**src/rtl/resolve_bht.sv**
```systemverilog
// -----------------------------------------------------------------------------
// resolve_bht -- branch history table of 2-bit saturating counters, updated
// from branch resolutions through a small update queue.
//
// A resolve from the branch unit is accepted only for conditional branches
// (valid=1 and cf_type==Branch). An accepted resolve is queued as
// {index, is_taken} and applied one per cycle while the table is in RUN.
// After reset, and on every flush, a sweep rewrites every counter to
// weakly-not-taken (2'b01), one entry per cycle in ascending index order.
// No predictions are given during the sweep. Queued updates survive a flush
// but not a reset.
//
// Optional build macro: RESOLVE_BHT_BYPASS_EN
//   When defined, a lookup that hits the entry being written in the same
//   cycle returns the new counter value instead of the stored one.
//
// Parameters
//   NR_ENTRIES  number of 2-bit counters (power of two, >= 4)
//   FIFO_DEPTH  update queue depth       (power of two, >= 2)
//
// Ports
//   clk_i              in   clock; all state changes on the rising edge
//   rst_ni             in   asynchronous active-low reset
//   flush_bp_i         in   restart the clearing sweep at index 0
//   resolved_branch_i  in   branch resolution (valid, pc, is_taken, cf_type)
//   vpc_i              in   fetch PC to predict
//   bht_valid_o        out  prediction valid (table in RUN)
//   bht_taken_o        out  predicted taken, combinational from vpc_i
//   busy_o             out  clearing sweep in progress
//   drop_cnt_o         out  updates lost to a full queue, saturating at 8'hFF
//
// The riscv and ariane_pkg packages below carry the minimal subset of the
// host core's definitions this block depends on.
// -----------------------------------------------------------------------------

package riscv;
    localparam int unsigned VLEN = 64;
endpackage

package ariane_pkg;
    typedef enum logic [2:0] {
        NoCF   = 3'd0,
        Branch = 3'd1,
        Jump   = 3'd2,
        JumpR  = 3'd3,
        Return = 3'd4
    } cf_t;

    typedef struct packed {
        logic                   valid;
        logic [riscv::VLEN-1:0] pc;
        logic [riscv::VLEN-1:0] target_address;
        logic                   is_mispredict;
        logic                   is_taken;
        cf_t                    cf_type;
    } bp_resolve_t;
endpackage

module resolve_bht #(
    parameter int unsigned NR_ENTRIES = 64,
    parameter int unsigned FIFO_DEPTH = 4
) (
    input  logic                     clk_i,
    input  logic                     rst_ni,
    input  logic                     flush_bp_i,
    input  ariane_pkg::bp_resolve_t  resolved_branch_i,
    input  logic [riscv::VLEN-1:0]   vpc_i,
    output logic                     bht_valid_o,
    output logic                     bht_taken_o,
    output logic                     busy_o,
    output logic [7:0]               drop_cnt_o
);

    localparam int unsigned IDX_W = $clog2(NR_ENTRIES);
    localparam int unsigned PTR_W = $clog2(FIFO_DEPTH);
    localparam int unsigned CNT_W = PTR_W + 1;

    typedef enum logic {
        CLEAR = 1'b0,
        RUN   = 1'b1
    } state_t;

    typedef struct packed {
        logic [IDX_W-1:0] idx;
        logic             taken;
    } upd_t;

    // Saturating 2-bit counter step: taken counts up to 2'b11, not-taken
    // counts down to 2'b00.
    function automatic logic [1:0] sat_update(input logic [1:0] ctr, input logic taken);
        logic [1:0] res;
        if (taken) begin
            if (ctr == 2'b11) begin
                res = 2'b11;
            end else begin
                res = ctr + 2'b01;
            end
        end else begin
            if (ctr == 2'b00) begin
                res = 2'b00;
            end else begin
                res = ctr - 2'b01;
            end
        end
        return res;
    endfunction

    // FSM and sweep state
    state_t           state_r;
    state_t           state_s;
    logic [IDX_W-1:0] sweep_idx_r;
    logic [IDX_W-1:0] sweep_idx_s;

    // Update queue
    upd_t             fifo_mem_r [FIFO_DEPTH];
    logic [PTR_W-1:0] wr_ptr_r;
    logic [PTR_W-1:0] rd_ptr_r;
    logic [CNT_W-1:0] fill_r;
    upd_t             head_s;
    upd_t             push_data_s;
    logic             fifo_empty_s;
    logic             fifo_full_s;
    logic             push_s;
    logic             push_ok_s;
    logic             pop_s;
    logic             drop_s;

    logic [7:0]       drop_cnt_r;

    // Counter table and its single write port
    logic [1:0]       table_r [NR_ENTRIES];
    logic             tbl_we_s;
    logic [IDX_W-1:0] tbl_widx_s;
    logic [1:0]       tbl_wdata_s;

    // Lookup
    logic [IDX_W-1:0] lkp_idx_s;
    logic [1:0]       lkp_ctr_s;

    // Fields of the resolve and PC bits that play no part in indexing.
    logic             unused_s;
    assign unused_s = ^{resolved_branch_i, vpc_i};

    // Queue status and handshake. The pop is withheld in CLEAR and whenever a
    // flush is requested, so the flush owns the table port that cycle and the
    // head entry stays queued. A push into a full queue still succeeds when
    // the head leaves in the same cycle.
    always_comb begin
        push_s       = resolved_branch_i.valid &&
                       (resolved_branch_i.cf_type == ariane_pkg::Branch);
        push_data_s  = {resolved_branch_i.pc[IDX_W:1], resolved_branch_i.is_taken};
        fifo_empty_s = (fill_r == {CNT_W{1'b0}});
        fifo_full_s  = (fill_r == CNT_W'(FIFO_DEPTH));
        head_s       = fifo_mem_r[rd_ptr_r];
        pop_s        = (state_r == RUN) && !flush_bp_i && !fifo_empty_s;
        push_ok_s    = push_s && (!fifo_full_s || pop_s);
        drop_s       = push_s && fifo_full_s && !pop_s;
    end

    // Table write port arbitration: the sweep owns it in CLEAR, the queue
    // head owns it in RUN when it pops.
    always_comb begin
        tbl_we_s    = 1'b0;
        tbl_widx_s  = {IDX_W{1'b0}};
        tbl_wdata_s = 2'b00;
        if (state_r == CLEAR) begin
            tbl_we_s    = 1'b1;
            tbl_widx_s  = sweep_idx_r;
            tbl_wdata_s = 2'b01;
        end else if (pop_s) begin
            tbl_we_s    = 1'b1;
            tbl_widx_s  = head_s.idx;
            tbl_wdata_s = sat_update(table_r[head_s.idx], head_s.taken);
        end else begin
            tbl_we_s    = 1'b0;
        end
    end

    // FSM next-state and sweep index. A flush in either state restarts the
    // sweep at index 0 on the next edge.
    always_comb begin
        state_s     = state_r;
        sweep_idx_s = sweep_idx_r;
        case (state_r)
            CLEAR: begin
                if (flush_bp_i) begin
                    state_s     = CLEAR;
                    sweep_idx_s = {IDX_W{1'b0}};
                end else if (sweep_idx_r == IDX_W'(NR_ENTRIES - 1)) begin
                    state_s     = RUN;
                    sweep_idx_s = {IDX_W{1'b0}};
                end else begin
                    state_s     = CLEAR;
                    sweep_idx_s = sweep_idx_r + IDX_W'(1);
                end
            end
            RUN: begin
                if (flush_bp_i) begin
                    state_s     = CLEAR;
                    sweep_idx_s = {IDX_W{1'b0}};
                end else begin
                    state_s     = RUN;
                    sweep_idx_s = sweep_idx_r;
                end
            end
            default: begin
                state_s     = CLEAR;
                sweep_idx_s = {IDX_W{1'b0}};
            end
        endcase
    end

    // FSM state and sweep index registers
    always_ff @(posedge clk_i or negedge rst_ni) begin
        if (!rst_ni) begin
            state_r     <= CLEAR;
            sweep_idx_r <= {IDX_W{1'b0}};
        end else begin
            state_r     <= state_s;
            sweep_idx_r <= sweep_idx_s;
        end
    end

    // Queue pointers and fill level; reset discards every queued update
    always_ff @(posedge clk_i or negedge rst_ni) begin
        if (!rst_ni) begin
            wr_ptr_r <= {PTR_W{1'b0}};
            rd_ptr_r <= {PTR_W{1'b0}};
            fill_r   <= {CNT_W{1'b0}};
        end else begin
            if (push_ok_s) begin
                wr_ptr_r <= wr_ptr_r + PTR_W'(1);
            end
            if (pop_s) begin
                rd_ptr_r <= rd_ptr_r + PTR_W'(1);
            end
            case ({push_ok_s, pop_s})
                2'b10:   fill_r <= fill_r + CNT_W'(1);
                2'b01:   fill_r <= fill_r - CNT_W'(1);
                default: fill_r <= fill_r;
            endcase
        end
    end

    // Queue storage; contents are only meaningful between the pointers
    always_ff @(posedge clk_i) begin
        if (push_ok_s) begin
            fifo_mem_r[wr_ptr_r] <= push_data_s;
        end
    end

    // Saturating count of updates lost to a full queue
    always_ff @(posedge clk_i or negedge rst_ni) begin
        if (!rst_ni) begin
            drop_cnt_r <= 8'h00;
        end else if (drop_s && (drop_cnt_r != 8'hFF)) begin
            drop_cnt_r <= drop_cnt_r + 8'h01;
        end
    end

    // Counter table; initialised by the sweep rather than by reset
    always_ff @(posedge clk_i) begin
        if (tbl_we_s) begin
            table_r[tbl_widx_s] <= tbl_wdata_s;
        end
    end

    // Lookup of the fetch PC, optionally forwarding a same-cycle write
    always_comb begin
        lkp_idx_s = vpc_i[IDX_W:1];
        lkp_ctr_s = table_r[lkp_idx_s];
`ifdef RESOLVE_BHT_BYPASS_EN
        if (tbl_we_s && (tbl_widx_s == lkp_idx_s)) begin
            lkp_ctr_s = tbl_wdata_s;
        end else begin
            lkp_ctr_s = table_r[lkp_idx_s];
        end
`endif
    end

    assign bht_valid_o = (state_r == RUN);
    assign bht_taken_o = (state_r == RUN) && lkp_ctr_s[1];
    assign busy_o      = (state_r == CLEAR);
    assign drop_cnt_o  = drop_cnt_r;

endmodule

```
**config.mk**
```make
export PLATFORM = sky130hd
export DESIGN_NAME = resolve_bht
export DESIGN_NICKNAME = d
export VERILOG_FILES = /design/src/rtl/resolve_bht.sv
export SDC_FILE = /design/constraint.sdc
export NUM_CORES = 1
export LEC_CHECK = 0
export ABC_AREA = 1
export BUFFER_PORTS_ARGS = -buffer_cell sky130_fd_sc_hd__buf_2
export CAP_MARGIN = 10
export CORE_ASPECT_RATIO = 0.6
export CORE_MARGIN = 2
export CORE_UTILIZATION = 25
export DETAILED_ROUTE_END_ITERATION = 16
export PLACE_DENSITY = 0.56
export SYNTH_ARGS = -nofsm -noshare
export SYNTH_HDL_FRONTEND = slang
export SYNTH_SLANG_ARGS = --single-unit
```
**constraint.sdc**
```tcl
create_clock -name clk_i -period 12.15 [get_ports clk_i]
set_clock_uncertainty 0.2 [all_clocks]
set_input_delay 1.215 -clock clk_i [delete_from_list [all_inputs] [get_ports clk_i]]
set_output_delay 1.215 -clock clk_i [all_outputs]
set_load 0.05 [all_outputs]
```
# [Yosys cells after proc, flatten, opt, wreduce, memory -nomap -nowiden]
# Memories as Yosys holds them, arrays and structs flattened.
# Index checks and enable logic that the tools add are counted.
# Widths: inputs -> output; s select.
[word_totals] mem_bits_rw=156 inputBits=201 n_memories=2 regBits=22 elab_cells=63
[memory_table] memory="table_r" depth=64 width=2 read_ports=2 rd_clocked_by_memory_dff=0 wr=1 line="131" source="logic [1:0] table_r [NR_ENTRIES];"
[memory_table] memory="fifo_mem_r" depth=4 width=7 read_ports=1 rd_clocked_by_memory_dff=0 wr=1 line="115" source="upd_t fifo_mem_r [FIFO_DEPTH];"
[op_classes] muxes=22 n_reduce_logical=16 add_sub_neg=8 n_eq_ne=8 bitwise_logic=1
[ops] operator="$mux 6" n=5
[ops] operator="$pmux 6 s2" n=1
[ops] operator="$mux 2" n=5
[ops] operator="$mux 1" n=9
[ops] operator="$add 8x1->8 const B" n=1
[ops] operator="$logic_and 1x1->1" n=8
[ops] operator="$ne 8x8->1 const B" n=1
[ops] operator="$add 2x1->2 const B" n=3
[ops] operator="$add 6x1->6 const B" n=1
[ops] operator="$eq 6x6->1 const B" n=1
[ops] operator="$pmux 3 s2" n=1
[ops] operator="$eq 2x2->1 const B" n=2
[ops] operator="$logic_not 1->1" n=4
[ops] operator="$add 3x1->3 const B" n=1
[ops] operator="$eq 3x1->1 const B" n=1
[ops] operator="$eq 3x3->1 const B" n=1
[ops] operator="$logic_not 3->1" n=1
[ops] operator="$sub 3x1->3 const B" n=1
[ops] operator="$eq 2x1->1 const B" n=1
[ops] operator="$logic_not 2->1" n=1
[ops] operator="$ne 2x2->1 const B" n=1
[ops] operator="$pmux 1 s2" n=1
[ops] operator="$reduce_bool 2->1" n=1
[ops] operator="$sub 2x1->2 const B" n=1
[ops] operator="2 further kinds" n=2

# [Depth between registers and ports, before layout]
# Gate-level depths: netlist of run 1.
[depth] depth_word=7 mapped_depth=19 depth_no_buf=17

# [Worst setup path after synthesis of run 1]
# Ideal clock, no wire load.
[synth_timing] kind="input to output" start="in vpc_i[2] (netlist name)" end="out bht_taken_o" slack_ns=7.831 arrival_ns=2.904 n_path_buf=1 stages=8 path_cell_list="inv_1 > clkbuf_1 > o21ai_0 > o211ai_1 > nand3_1 > nand3_1 > nand3_1 > a21oi_1"
[synth_between] elab_chain_len=2
[synth_lines] element="from (decl)" line="67" source="input logic [riscv::VLEN-1:0] vpc_i,"
[synth_lines] element="$mem_v2 64x2"
[synth_lines] element="$logic_and 1x1->1" line="282" source="assign bht_taken_o = (state_r == RUN) && lkp_ctr_s[1];"
[synth_lines] element="to (decl)" line="69" source="output logic bht_taken_o,"
# Every way passes these cells.

# [Worst setup path after layout of run 1]
[layout_timing] start="reg rd_ptr_r[0]" end="mem table_r[62][0], data pin"
[layout_between] elab_chain_len=7 elab_cells_between_ends=11 classes_between="2 x add/sub; 1 x eq/ne; 5 x mux; 1 x reduce/logical; 2 x memory"
[layout_lines] element="from (decl)" line="117" source="logic [PTR_W-1:0] rd_ptr_r;"
[layout_lines] element="from (signal assigned)" line="228" source="rd_ptr_r <= {PTR_W{1'b0}};"
[layout_lines] element="from (signal assigned)" line="235" source="rd_ptr_r <= rd_ptr_r + PTR_W'(1);"
[layout_lines] element="$mem_v2 4x7 *"
[layout_lines] element="$mem_v2 64x2"
[layout_lines] element="$sub 2x1->2 (tied with other cells)" line="102" source="res = ctr - 2'b01;"
[layout_lines] element="$mux 2, on equally long branches" line="99, 93"
[layout_lines] element="$mux 2 *" line="92" source="if (taken) begin"
[layout_lines] element="$mux 2 *" line="170" source="end else if (pop_s) begin"
[layout_lines] element="$mux 2 *" line="166" source="if (state_r == CLEAR) begin"
[layout_lines] element="named net tbl_wdata_s[0]" line="134" source="logic [1:0] tbl_wdata_s;"
[layout_lines] element="to (decl)" line="131"
# The timed path passes the listed nets; every way through them passes the cells marked *.

==> metrics.txt, run 1 <==
worst slew pin tran 1024 ps; PortBufs 30; Worst Setup End Kind flip-flop; Synth Area per Inst 9.866 µm²; Final nets about 1100; root buffer cell clkbuf_16; number of global-route vias before repair 6251; Power Dens Cells 168.8 nW/µm²; Post-DRT Antenna Nets 0; # setup viols final 0; grt ovf 0; kind of critical path flip-flop to flip-flop; Slowest-stage cell, CP dfrtp_1; Critical Path RT 12150 ps; CTS Hold Bufs 0; initial antenna violation count 0; layout cell share with drive strength beyond 1 0.1003; hpwl dp 15.14 mm; Final Cycle Share 0.4381; Via Count 6503; register area share after synthesis 0.6141; Unique masters post-synth 37; achievable frequency 187.9 MHz; Die Y 147.0 µm; # fillers about 3500; CTS tree yes; row cnt 52; CTS clock-pin slew for the worst setup and hold paths 70 ps; Yosys warning count 0; HP Class flip-flop to flip-flop; Area Overhead vs Synth 13.81%; gr usage total 0.1388; Tmin final between 5000 and 6000 ps; first-pass GRT wire length 37.06 mm; CP peak stage delay 760 ps; Lkg Pwr around 3.6 nW; IO Pins 212; effective utilization at floorplan 0.2534; Syn Nets 1072; clock latency at the later pin of the worst-skew pair around 450 ps; vias per inst approximately 4.8; # H-tree levels 4; # DRC 0; CP max FO 65; total wire length 24.04 mm; max-cap viol count 0; # clock sinks around 180; wire per inst 17.73 µm; unrepaired setup endpoints after global routing no; #FFs+latches synth 178; pin count of the biggest net entering global routing 66; Worst slew margin 0.3085; Synth Instances approximately 860; die area about 36000 µm²; worst vdd rail ir drop approximately 0.000087 V; core area roughly 34000 µm²; status finished, final reports clean; Hold Violations, Final 0; postcts setup bufs 0; ANT cells 0; Post-Syn Area roughly 8500 µm²; number of detailed-route iterations in the first pass 7; Setup TNS Final 0 ps; RD Place Congestion ~0.81; cts bufs inserted 17; critical path, cell by cell inv_2 -> nand2_1 -> nand3_2 -> buf_4 -> nand2_2 -> buf_4 -> inv_2 -> nand2_1 -> nand3_1 -> nand3_1 -> nand3_1 -> nand3_1 -> nand3_1 -> nand2_1 -> inv_1 -> nand2_1 -> nand2_1 -> nand2_2 -> buf_4; storage element area 5235 µm²; total power 0.001637 W; area of the multi-input gates around 2800 µm²; clock buffer depth 2; Starting DRT DRC Count roughly 850; Critical Path Start Type flip-flop; die width 242.4 µm; Final Max Slew Viols 0; CTS resizes 0; CP arrival 5320 ps; r2r setup slk 6830 ps
==> report_power, final <==
group	switching [W]	total (W)	internal, W
clock network	0.000261	0.000532	0.000271
registers	0.0000221	0.000709	0.000687
logic	0.000291	0.000397	0.000105
==> cell type report <==
class / instances / area share
tap: 459 / 0.05920
clock buffer: 17 / 0.04385
inverter: 74 / 0.02863
timing repair buffer: 38 / 0.02167
multi-input combinational: 575 / 0.2931
clock inverter: 15 / 0.01393
sequential: 178 / 0.5396
==> routing by layer <==
metal / GRT usage / share of wire / vias up
met1: 0.2073 / 0.47 / 3140
met2: 0.1950 / 0.42 / 310
met3: 0.03873 / 0.10 / 22
met4: 0.03673 / 0.0092 / 0
met5: 0 / 0 / -
li1: - / - / 3031
==> synthesized netlist by cell type, drive strengths merged <==
cell    number  area [µm²]
inv         74       277.8
or2          3       18.77
nand2      168       635.6
a32oi        1       8.760
o21ai       36       180.2
o41ai        1       8.760
nand3      159       805.8
dfrtp       22       550.5
a21oi       20       103.9
o22ai        8       62.56
o221ai       5       43.79
o31ai        1       7.510
nor3         3       15.01
fa           1       20.02
o211ai      10       75.07
mux2         1       11.26
nand3b      25       187.7
nor4         2       12.51
a31oi        2       12.51
a211oi       1       7.510
xnor2        4       35.03
buf         22       125.1
ha           6       75.07
and3         1       6.260
xor2        11       96.34
clkbuf      15       56.30
nor2       105       394.1
edfxtp     156        4684
nand4        1       6.260
==> logic make-up after synthesis <==
group                      synth area share
AOI/OAI and AO/OA                   0.05989
xor gates and xnor gates            0.01541
adders and majority gates           0.01116
buffers and inverters               0.05387
DFF                                  0.6141
muxes                              0.001321
and+or+nand+nor                      0.2442
==> metrics by stage <==
| stage | cells | worst slack (ps) | instance area, µm² | hold WS, ps | utilization |
|---|---|---|---|---|---|
| after floorplan | 864 | 7831 | 8524 | 263.5 | - |
| after global placement | 1324 | 6950 | 9141 | 285.8 | 0.2718 |
| after detailed placement | 1324 | 6919 | 9141 | 292.4 | 0.2718 |
| after CTS | 1356 | 6901 | 9702 | 302.3 | 0.2884 |
| after global routing | 1356 | 6461 | 9702 | 334.5 | 0.2884 |
| final | 1356 | 6827 | 9702 | 299.6 | 0.2884 |
==> critical path, delay by kind of cell, from the launching register on <==
kind,cells,cell delay (ps)
and+or+nand+nor,13,1710
DFF,1,760
buffers and inverters,6,2220
==> placed cells by master, fill, tap and decap left out, drive strengths merged, types with 6 or more instances in the layout <==
master / n
nand2: 168
nand3: 159
edfxtp: 156
nor2: 105
inv: 85
buf: 38
o21ai: 36
nand3b: 25
dfrtp: 22
a21oi: 20
clkbuf: 17
xor2: 11
o211ai: 10
o22ai: 8
ha: 6
==> path summary, 6_finish.rpt <==
kind                             start              to  cells after the start
max reg2reg                rd_ptr_r[0]  table_r[62][0]                     19
min                          fill_r[0]       fill_r[0]                      1
min reg2reg                  fill_r[0]       fill_r[0]                      1
max in group asynchronous       rst_ni  sweep_idx_r[0]                      1
min in group asynchronous       rst_ni     rd_ptr_r[1]                      1
max                        rd_ptr_r[0]  table_r[62][0]                     19
==> flip-flops by register name (all words and copies together) (netlist names) <==
| name | cells |
|---|---|
| table_r | 128 |
| fifo_mem_r | 28 |
| drop_cnt_o | 8 |
| sweep_idx_r | 6 |
| fill_r | 3 |
| rd_ptr_r | 2 |
| wr_ptr_r | 2 |
| bht_valid_o | 1 |
Power figures use the tool's default switching activity.
==> inputs of run 2 (changes only) <==
--- a/config.mk
+++ b/config.mk
@@ -5,7 +5,7 @@
 export SDC_FILE = /design/constraint.sdc
 export NUM_CORES = 1
 export LEC_CHECK = 0
-export ABC_AREA = 1
+export ABC_AREA = 0
 export BUFFER_PORTS_ARGS = -buffer_cell sky130_fd_sc_hd__buf_2
 export CAP_MARGIN = 10
 export CORE_ASPECT_RATIO = 0.6
==> constraint.sdc (replaced) <==
create_clock -name clk_i -period 5.2 [get_ports clk_i]
set_clock_uncertainty 0.2 [all_clocks]
set_input_delay 0.52 -clock clk_i [delete_from_list [all_inputs] [get_ports clk_i]]
set_output_delay 0.52 -clock clk_i [all_outputs]
set_load 0.05 [all_outputs]
==> metrics.txt, run 2 <==
EDFF count, synth 156 (unchanged); Setup TNS Final 0 ps (unchanged); kind of critical path flip-flop to flip-flop (unchanged); initial antenna violation count 0 (unchanged); DP Area 8798 µm² (was 9141 µm²); layout cell share with drive strength beyond 1 0.2044 (was 0.1003); clock buffer depth 2 (unchanged); Post-DRT Antenna Nets 0 (unchanged); pin count of the biggest net entering global routing 65 (was 66); max-cap viol count 0 (unchanged); met1 Track Usage GR 0.1929 (was 0.2073); CTS tree yes (unchanged); grt ovf 0 (unchanged); worst vdd rail ir drop 0.0001795 V (was 0.00008684 V); number of global-route vias before repair 4624 (was 6251); # clock sinks 178 (unchanged); register with the most flip-flops table_r (unchanged); clock latency at the later pin of the worst-skew pair 450 ps (about the same); unrepaired setup endpoints after global routing no (unchanged); vias per inst 4.812 (was 4.796); Post-Route Utilization 0.2923 (was 0.2884); worst slew pin tran 1145 ps (was 1024 ps); wire per inst 19.51 µm (was 17.73 µm); Worst Setup End Kind flip-flop (unchanged); first-pass GRT wire length 30.01 mm (was 37.06 mm); PortBufs 30 (unchanged); CTS resizes 0 (unchanged); #FFs+latches synth 178 (unchanged); Unique masters post-synth 48 (was 37); effective utilization at floorplan 0.2534 (about the same); status finished, final reports clean (unchanged); combinational share of power 0.078 (was 0.242); total wire length 19.82 mm (was 24.04 mm); postcts setup bufs 0 (unchanged); top-count cell post-synth edfxtp_1 (was nand2_1); Hold Violations, Final 0 (unchanged); max FFs per register 128 (unchanged); root buffer cell clkbuf_16 (unchanged); Int Pwr 0.002492 W (was 0.001063 W); commonest non-fill, non-tap cells in the layout edfxtp_1 (156), nor2_1 (89), nand2_1 (36), mux4_2 (36), mux2i_1 (32) (was nand2_1 (165), nand3_1 (157), edfxtp_1 (156)); Yosys warning count 0 (unchanged); # DRC 0 (unchanged); Final Max Slew Viols 0 (unchanged); RD Place Congestion 0.8015 (was 0.8103); ANT cells 0 (unchanged); Final Cycle Share 0.8574 (was 0.4381); Seq pwr share 0.491 (was 0.433); HP Class primary input to flip-flop (was flip-flop to flip-flop); Starting DRT DRC Count 571 (was 854); hold depth 1 (unchanged); hpwl dp 13.39 mm (was 15.14 mm); CP max FO 64 (was 65); CTS clock-pin slew for the worst setup and hold paths 70 ps (about the same); Post-Layout Inst Area 9455 µm² (was 9702 µm²); Die Y 144.3 µm (was 147.0 µm); Power Dens Cells 345.1 nW/µm² (was 168.8 nW/µm²); die width 237.8 µm (was 242.4 µm); Final nets 787 (was 1092); # H-tree levels 4 (unchanged); die area 34300 µm² (was 35640 µm²); Lkg Pwr 3.303 nW (was 3.616 nW); Synth top area share 0.5715 (was 0.5495); sw frac 0.2365 (was 0.3507); GR Util met3 0.03169 (was 0.03873); Tmin final 4459 ps (was 5323 ps); Critical Path Start Type flip-flop (unchanged); Post-Syn Area 8197 µm² (was 8524 µm²); core area 32350 µm² (was 33640 µm²); row cnt 51 (was 52); Synth Area per Inst 14.93 µm² (was 9.866 µm²); # fillers 3196 (was 3545); clock share of power 0.431 (was 0.325); number of detailed-route iterations in the first pass 5 (was 7); M2 GR Usage 0.1539 (was 0.1950); Slowest-stage cell, CP mux4_1 (was dfrtp_1); Synth top cells by count edfxtp_1 (156), nor2_1 (90), mux4_2 (36), nand2_1 (36), mux2i_1 (32) (was nand2_1 (166), nand3_1 (157), edfxtp_1 (156)); Critical Path RT 5150 ps (was 12150 ps); IO Pins 212 (unchanged); Synth Instances 549 (was 864); final hold slack 91.30 ps (was 299.6 ps); largest area contributor in the netlist edfxtp_1 (unchanged); Area Overhead vs Synth 15.36% (was 13.81%); critical path, cell by cell mux4_1 -> inv_1 -> nor2_1 -> o211ai_1 -> a31oi_1 -> o32ai_1 -> maj3_2 -> o21ai_4 -> buf_4 (was inv_2 -> nand2_1 -> nand3_2 -> buf_4 -> nand2_2 -> buf_4 -> inv_2 -> nand2_1 -> nand3_1 -> nand3_1 -> nand3_1 -> nand3_1 -> nand3_1 -> nand2_1 -> inv_1 -> nand2_1 -> nand2_1 -> nand2_2 -> buf_4); CP peak stage delay 800 ps (was 760 ps); Switch Pwr 0.0007717 W (was 0.0005742 W); CTS Hold Bufs 1 (was 0); synth top area cells edfxtp_1 (57%), mux4_2 (9.9%), dfrtp_1 (6.7%), nor2_1 (4.1%), mux2i_1 (3.9%) (was edfxtp_1 (55%), nand3_1 (9.2%), nand2_1 (7.3%), dfrtp_1 (6.5%), nor2_1 (4.6%)); cts bufs inserted 17 (unchanged); most common cell after layout, fill and taps aside edfxtp_1 (was nand2_1); register area share after synthesis 0.6387 (was 0.6141); achievable frequency 224.3 MHz (was 187.9 MHz); worst-case reg-to-reg path depth 9 (was 19); GRT Max-Usage Layer met1 (unchanged); gr usage total 0.1220 (was 0.1388); main flop type after synthesis edfxtp_1 (unchanged); # setup viols final 0 (unchanged); CP arrival 4410 ps (was 5320 ps); asr flop ratio synth 0.1236 (unchanged); Syn Nets 757 (was 1072); Worst slew margin 0.2330 (was 0.3085); Via Count 4889 (was 6503)
-- run 2: cell count changes in the layout (fill, tap and decap cells not counted), sizes merged, moves of 29 or more --
| cell | before | now |
|---|---|---|
| inv | 85 | 18 |
| nand2 | 168 | 36 |
| mux2i | 0 | 32 |
| o21ai | 36 | 7 |
| mux4 | 0 | 40 |
| nand3 | 159 | 14 |
-- run 2: power groups by stage --
stage               logic [W]  registers, W  clock network (W)
floorplan            0.000172       0.00163                  0
global placement     0.000251       0.00163                  0
detailed placement   0.000257       0.00163                  0
CTS                  0.000256       0.00160            0.00143
global route         0.000282       0.00161            0.00149
finish               0.000256       0.00160            0.00141
-- run 2: critical path: cells and delay by family, from the launching register on --
family / cells / cell delay, ps
AOI/OAI and AO/OA: 4 / 840
adders and majority gates: 1 / 340
buffers and inverters: 2 / 910
DFF: 1 / 540
muxes: 1 / 800
and+or+nand+nor: 1 / 500
-- run 2: final timing paths --
kind,start,end,slack (ps)
worst max-delay path,rd_ptr_r[0],table_r[36][0],740
worst min-delay path,resolved_branch_i[75],fifo_mem_r[2][6],90
worst max register to register,rd_ptr_r[0],table_r[36][0],740
worst min register to register,drop_cnt_o[7],drop_cnt_o[7],290
max in group asynchronous,rst_ni,drop_cnt_o[6],4070
min in group asynchronous,rst_ni,fill_r[0],380
-- run 2: cell type report --
cell class	instances	area, µm²	share of cell area
repair buffers	39	245.2	0.02594
inverters	11	41.29	0.004367
multi-input cells	332	2756	0.2915
clock buffers	17	425.4	0.04499
well taps	424	530.5	0.05611
flip-flops and latches	178	5235	0.5537
clock inverters	15	221.5	0.02342
-- run 2: through the flow --
step / cells / setup WS (ps) / total power, W
detailed placement: 983 / 864.0 / 0.001890
global route: 1016 / 578.2 / 0.003380
finish: 1016 / 741.5 / 0.003263
floorplan: 549 / 568.6 / 0.001804
CTS: 1016 / 822.4 / 0.003289
global placement: 983 / 884.2 / 0.001883
-- run 2: cell families (layout without fill, tap and decap cells) --
group           count (synthesis)  in the layout  synth area share
flops                         178            178            0.6387
compound gates                 47             47           0.04106
mux                            83             83            0.1659
buf+inv                        39             82           0.02687
fa+ha+maj                       9              9           0.01420
simple gates                  179            179           0.09830
xor+xnor                       14             14           0.01496
-- run 2: metal layers --
layer | wire length (µm) | share of wire
met5 | 0 | 0
met1 | 10340 | 0.52
met3 | 1586 | 0.080
met2 | 7645 | 0.39
met4 | 250 | 0.013
